$ cat src/rtl/multicycle_mem_bridge.sv
// Request/acknowledge bridge between the multicycle controller and a variable-latency memory bus,
// with RISC-V byte/halfword lane steering. Optional bus watchdog: define MEM_BRIDGE_TIMEOUT_EN.
module multicycle_mem_bridge #(
    parameter int unsigned TIMEOUT_CYCLES = 255
) (
    input  logic        clock,
    input  logic        reset,
    input  logic        mem_read_enable,
    input  logic        mem_write_enable,
    input  logic        inst_or_data,
    input  logic [31:0] pc,
    input  logic [31:0] alu_out,
    input  logic [31:0] store_data,
    input  logic [2:0]  funct3,
    output logic        stall,
    output logic [31:0] read_data,
    output logic        bus_req,
    output logic        bus_we,
    output logic [31:0] bus_addr,
    output logic [31:0] bus_wdata,
    output logic [3:0]  bus_wstrb,
    input  logic        bus_ack,
    input  logic [31:0] bus_rdata
`ifdef MEM_BRIDGE_TIMEOUT_EN
    ,
    output logic        bus_error
`endif
);

    typedef enum logic [1:0] {
        ST_IDLE,
        ST_WAIT,
        ST_DONE
    } state_t;

    state_t      r_state;
    state_t      w_nextState;

    logic        w_capture;
    logic        w_complete;
    logic        w_timeout;
    logic        w_timeoutHit;

    logic [31:0] w_addr;
    logic [2:0]  w_accessF3;
    logic [3:0]  w_wstrb;
    logic [31:0] w_wdata;

    logic        r_busReq;
    logic        r_busWe;
    logic [31:0] r_busAddr;
    logic [31:0] r_busWdata;
    logic [3:0]  r_busWstrb;
    logic [1:0]  r_lane;
    logic [2:0]  r_funct3;
    logic [31:0] r_readData;

    logic [7:0]  w_laneByte;
    logic [15:0] w_laneHalf;
    logic [31:0] w_loadValue;

    always_ff @(posedge clock or posedge reset) begin
        if (reset) begin
            r_state <= ST_IDLE;
        end else begin
            r_state <= w_nextState;
        end
    end

    // DONE ignores the enables so the strobe still held by the controller cannot re-issue.
    always_comb begin
        w_nextState = r_state;
        w_capture   = 1'b0;
        w_complete  = 1'b0;
        w_timeout   = 1'b0;
        stall       = 1'b0;
        case (r_state)
            ST_IDLE: begin
                if (mem_read_enable || mem_write_enable) begin
                    w_capture   = 1'b1;
                    stall       = 1'b1;
                    w_nextState = ST_WAIT;
                end
            end
            ST_WAIT: begin
                stall = 1'b1;
                if (bus_ack) begin
                    w_complete  = 1'b1;
                    w_nextState = ST_DONE;
                end else if (w_timeoutHit) begin
                    w_timeout   = 1'b1;
                    w_nextState = ST_DONE;
                end
            end
            ST_DONE: begin
                w_nextState = ST_IDLE;
            end
            default: begin
                w_nextState = ST_IDLE;
            end
        endcase
    end

    // Fetches are always word accesses regardless of funct3.
    assign w_addr     = inst_or_data ? alu_out : pc;
    assign w_accessF3 = inst_or_data ? funct3 : 3'b010;

    always_comb begin
        w_wstrb = 4'b0000;
        w_wdata = 32'h0000_0000;
        if (mem_write_enable) begin
            case (w_accessF3)
                3'b000: begin
                    w_wstrb = 4'b0001 << w_addr[1:0];
                    w_wdata = {4{store_data[7:0]}};
                end
                3'b001: begin
                    w_wstrb = 4'b0011 << {w_addr[1], 1'b0};
                    w_wdata = {2{store_data[15:0]}};
                end
                default: begin
                    w_wstrb = 4'b1111;
                    w_wdata = store_data;
                end
            endcase
        end
    end

    always_comb begin
        w_laneByte  = bus_rdata[7:0];
        w_laneHalf  = r_lane[1] ? bus_rdata[31:16] : bus_rdata[15:0];
        w_loadValue = bus_rdata;
        case (r_lane)
            2'd0:    w_laneByte = bus_rdata[7:0];
            2'd1:    w_laneByte = bus_rdata[15:8];
            2'd2:    w_laneByte = bus_rdata[23:16];
            default: w_laneByte = bus_rdata[31:24];
        endcase
        case (r_funct3)
            3'b000:  w_loadValue = {{24{w_laneByte[7]}}, w_laneByte};
            3'b001:  w_loadValue = {{16{w_laneHalf[15]}}, w_laneHalf};
            3'b100:  w_loadValue = {24'h00_0000, w_laneByte};
            3'b101:  w_loadValue = {16'h0000, w_laneHalf};
            default: w_loadValue = bus_rdata;
        endcase
    end

    // Bus outputs are registered at capture and held untouched for the whole WAIT phase.
    always_ff @(posedge clock or posedge reset) begin
        if (reset) begin
            r_busReq   <= 1'b0;
            r_busWe    <= 1'b0;
            r_busAddr  <= 32'h0000_0000;
            r_busWdata <= 32'h0000_0000;
            r_busWstrb <= 4'b0000;
            r_lane     <= 2'b00;
            r_funct3   <= 3'b000;
            r_readData <= 32'h0000_0000;
        end else begin
            if (w_capture) begin
                r_busReq   <= 1'b1;
                r_busWe    <= mem_write_enable;
                r_busAddr  <= {w_addr[31:2], 2'b00};
                r_busWdata <= w_wdata;
                r_busWstrb <= w_wstrb;
                r_lane     <= w_addr[1:0];
                r_funct3   <= w_accessF3;
            end
            if (w_complete || w_timeout) begin
                r_busReq <= 1'b0;
            end
            if (w_complete && !r_busWe) begin
                r_readData <= w_loadValue;
            end else if (w_timeout && !r_busWe) begin
                r_readData <= 32'h0000_0000;
            end
        end
    end

`ifdef MEM_BRIDGE_TIMEOUT_EN
    localparam int CountWidth = ($clog2(TIMEOUT_CYCLES + 1) > 8) ? $clog2(TIMEOUT_CYCLES + 1) : 8;

    logic [CountWidth-1:0] r_waitCount;
    logic                  r_busError;

    assign w_timeoutHit = (r_waitCount == CountWidth'(TIMEOUT_CYCLES));

    // The counter holds the number of WAIT cycles already spent without an ack.
    always_ff @(posedge clock or posedge reset) begin
        if (reset) begin
            r_waitCount <= '0;
            r_busError  <= 1'b0;
        end else begin
            r_busError <= w_timeout;
            if (w_capture) begin
                r_waitCount <= '0;
            end else if (r_state == ST_WAIT && !bus_ack) begin
                r_waitCount <= r_waitCount + CountWidth'(1);
            end
        end
    end

    assign bus_error = r_busError;
`else
    logic w_unusedTimeoutParam;

    assign w_unusedTimeoutParam = (TIMEOUT_CYCLES == 0);
    assign w_timeoutHit         = 1'b0;
`endif

    assign bus_req   = r_busReq;
    assign bus_we    = r_busWe;
    assign bus_addr  = r_busAddr;
    assign bus_wdata = r_busWdata;
    assign bus_wstrb = r_busWstrb;
    assign read_data = r_readData;

endmodule

$ cat config.mk
export PLATFORM = sky130hd
export DESIGN_NAME = multicycle_mem_bridge
export DESIGN_NICKNAME = d
export VERILOG_FILES = /design/src/rtl/multicycle_mem_bridge.sv
export SDC_FILE = /design/constraint.sdc
export NUM_CORES = 1
export LEC_CHECK = 0
export ABC_CLOCK_PERIOD_IN_PS = 3500
export BUFFER_PORTS_ARGS = -buffer_cell sky130_fd_sc_hd__buf_2
export CORE_MARGIN = 1
export CORE_UTILIZATION = 30
export DETAILED_ROUTE_END_ITERATION = 16
export PLACE_DENSITY = 0.62
export SLEW_MARGIN = 20
export SYNTH_ARGS = -nofsm -noshare
export SYNTH_HDL_FRONTEND = slang
export SYNTH_SLANG_ARGS = --single-unit
$ cat constraint.sdc
create_clock -name clock -period 3.5 [get_ports clock]
set_input_delay 0.7 -clock clock [delete_from_list [all_inputs] [get_ports clock]]
set_output_delay 0.7 -clock clock [all_outputs]
set_load 0.01 [all_outputs]
==> results <==
- The H-tree was split into 3 levels.
- The final worst setup slack is 1429 ps.
- The starting density of the core is 31.05%.
- Counting flops with a built-in enable in the synthesized netlist gives 0.
- In this run the remaining antenna-violating nets after routing total 0.
- The smallest clock period supported by the final layout is computed as 2071 ps.
- After Yosys synthesis, XOR and XNOR cells account for 0% of the synthesized area.
- The clock tree buffer depth is 2.
- The dominant register cell in the synthesized netlist is dfrtp_1.
- The mean instance size in the synthesized netlist is 9.602 µm².
- Summed over all cells, the static leakage comes to 3.471 nW.
- The worst-case IR drop observed on VDD is 320.6 µV.
- The final layout net count is 893.
- The number of antenna violations at the first check in global routing came to 1.
- Before antenna repair, the detailed router went through 4 iterations.
- Buffers placed on the I/O ports in this run total 237.
- The count of cells resized by post-cts repair is 0.
- The die is 133.5 µm wide.
- The slack of the worst reg-to-reg path is 1480 ps.
- The adder-cell area share of the yosys netlist is 0%.
- The floorplan die height is 133.5 µm.
- The number of violations of the max-capacitance limit is 0.
- Setup repair after global routing left no endpoint under its margin.
- Setup violations remaining at the end of the flow were counted as 0.
- In this run the cell area of the synthesized design comes to 5185 µm².
- CTS saw 107 sinks.
- Using the TritonRoute via totals, the vias-per-cell ratio works out to 4.809.
- The kind of path behind the tightest hold check is register to register.
- The finished cells cover 6882 µm².
- The starting DRC count in detailed routing is 219.
- At the end of routability-driven placement, the weighted congestion stood at 0.7935.
- Of the post-synthesis cell area, the part taken by muxes is 11.75%.
- The cell row count is 47.
- For this run, the number of Yosys warnings is 0.
- The count of pins on the block boundary is 240.
- The pre-CTS setup slack is 1205 ps.
- The run finished with clean final reports.
- The number of buffers created by CTS is 9.
- The tree is rooted in a clkbuf_16.
- The fraction of the mapped netlist area in simple logic gates is 16.31%.
- From synthesis to final layout, the design area changed by 32.72%.
- The critical path is of the input port to primary output type.
- The slew at the pin with the worst max-slew slack is 864.1 ps.
- For this run, the share of the core covered by cells in the final layout is 41.20%.
- The async set-or-reset flop fraction in the synthesized netlist is 100.0%.
- TritonCTS built the clock tree.
- The die covers 17810 µm².
- The worst slew margin relative to its limit is 42.39%.
- The end point of the most critical hold path is bus_wdata[1].
- Of all nets on the critical path, the largest fanout is 20.
- STA puts the critical path data arrival time at 1370 ps.
- The count of final max-slew check failures is 0.
- The sequential cell area fraction in the yosys report is 51.64%.
- STA classifies the critical path endpoint as a primary output.
- The maximum clock frequency is 0.4828 GHz.
- The worst clock skew on the final layout is 15.23 ps.
- Dividing the detail-routed wire length by the instance count gives 15.83 µm.
- The area of the placeable core is 16700 µm².
- The repair_antennas step left the layout with diodes totalling 0.
- The number of flip-flops and latches in the synthesized netlist is 107.
- The total negative setup slack is 0 ps.
- The fraction of the cycle the final worst path needs is 59.18%.
- The compound-gate portion of the synthesized area is 16.05%.
- The number of placed instances with taps included is 965.
- The count of buffers added by post-CTS timing repair for setup is 0.
- The number of cells on the worst reg-to-reg path is 4.
- The unique cell type count in the Yosys netlist is 39.
- After detailed routing, the total wire length is 15530 µm.
- The smallest hold slack is 470.8 ps.
- The ratio of total power to cell area is 839.6 nW/µm².
- Cells with a size suffix above 1 make up 38.11% of the layout.
- Entering global routing, the biggest net connects 108 pins.
- The clock insertion delay at the later pin of the skew report is 360 ps.
- The startpoint of the most critical register-to-register path is r_funct3[0].
- The element type at the critical path start is an input port.
- The number of global-route vias before repair is 4640.
- Fill cells in the final layout number 1732.
- The number of vias after detailed routing is 4718.
- The hold path startpoint is bus_wdata[1].
- Buffers inserted to repair hold after CTS numbered 0.
- For the worst setup path, the data required time is 2800 ps.
- The global-route wire length before repair is 24980 µm.
- The number of endpoints with negative hold slack in the final report is 0.
- The placed wire-length estimate is 11230 µm.
- The worst hold path was traced through 2 stages.
- Clock-pin slew was measured on the worst setup and hold paths at 80 ps.
- The largest family of logic cells by synthesized area is simple AND/OR/NAND/NOR gates.
- Synthesis handed over a netlist of 540 instances.
- The DRC violation count after routing is 0.
- The total grt overflow is 0.
- The instance area after placement is 6536 µm².
- The number of cells in the finished layout apart from fillers is 981.
- The overall track demand over capacity in global routing is 17.91%.
- The endpoint of the lowest-slack register-to-register path is read_data[4].
- The design draws 5.778 mW.
[layout make-up]
cell class	instances	area, µm²	area share [%]
Multi-Input combinational cell	391	2308	33.55
Tap cell	220	275.3	4.000
Inverter	4	18.77	0.2727
Clock buffer	10	229.0	3.327
Sequential cell	107	2678	38.91
Timing Repair Buffer	243	1256	18.25
Clock inverter	6	116.4	1.691
[worst max-delay path by stage]
stage,cells after the start,startpoint,end
after floorplan,4,mem_write_enable,stall
after global routing,4,r_funct3[0],read_data[22]
after global placement,5,inst_or_data,bus_wstrb[0]
after CTS,4,mem_write_enable,stall
final,4,mem_write_enable,stall
after detailed placement,5,inst_or_data,bus_wstrb[0]
[layer usage]
| metal | wire, µm | track usage (%) | vias to the layer above |
|---|---|---|---|
| met3 | 1157 | 5.175 | 12 |
| met5 | 0 | 0 | - |
| met1 | 6936 | 23.31 | 2200 |
| met4 | 159 | 4.672 | 0 |
| met2 | 7277 | 29.08 | 193 |
| li1 | - | - | 2313 |
[flip-flops by register name, indices dropped and copies added (netlist names)]
name and cells:
bus_wstrb 4, bus_wdata 32, r_state 2, r_lane 2, read_data 32, bus_we 1
bus_addr 30, bus_req 1, r_funct3 3
[cells by family after synthesis]
logic type             after synthesis
other                                1
multiplexers                        59
flip-flops                         107
buffers and inverters               43
AND/OR/NAND/NOR                    189
AO/OA/AOI/OAI                      141
[worst max-delay path, stage by stage]
cell	delay [ps]
buf_2	350
nor3_1	80
nor2_1	90
buf_2	150
[placed cells by master (no fill, tap or decap), types with 2 or more instances in the layout]
cell	count
buf_2	237
nand2_1	110
dfrtp_1	107
o21ai_0	77
mux2i_1	44
nor2_1	33
a21oi_1	19
mux2_2	15
o21ai_1	12
nor3_1	10
nand3_1	9
clkbuf_16	9
and3b_1	7
a211oi_1	7
o221a_2	7
nor2b_1	7
a221oi_1	7
nand2b_1	4
buf_4	4
inv_1	3
inv_6	3
bufinv_16	3
or3b_1	2
nor2_2	2
a22o_1	2
o21ai_2	2
conb_1	2
buf_12	2
[cell usage after synthesis (2+ instances only)]
library cell	number	share of area, %
nand2_1	110	8.0
dfrtp_1	107	52
o21ai_0	77	7.4
mux2i_1	44	8.5
nor2_1	34	2.5
a21oi_1	19	1.8
buf_2	17	1.6
mux2_2	15	3.3
clkbuf_1	13	0.94
o21ai_1	13	1.3
nor3_1	10	0.97
nand3_1	9	0.87
a211oi_1	7	1.0
a221oi_1	7	1.2
and3b_1	7	1.2
buf_4	7	1.0
nor2b_1	7	0.84
o221a_2	7	1.5
inv_1	4	0.29
nand2b_1	4	0.48
a22o_1	2	0.34
o21ai_2	2	0.34
or3b_1	2	0.34
[report_power, final]
part           internal [mW]  switching (mW)  total [mW]
logic                  0.985            1.39        2.37
registers               1.83           0.381        2.21
clock network          0.708           0.486        1.19
total                   3.52            2.26        5.78
Power figures use the tool's default switching activity.
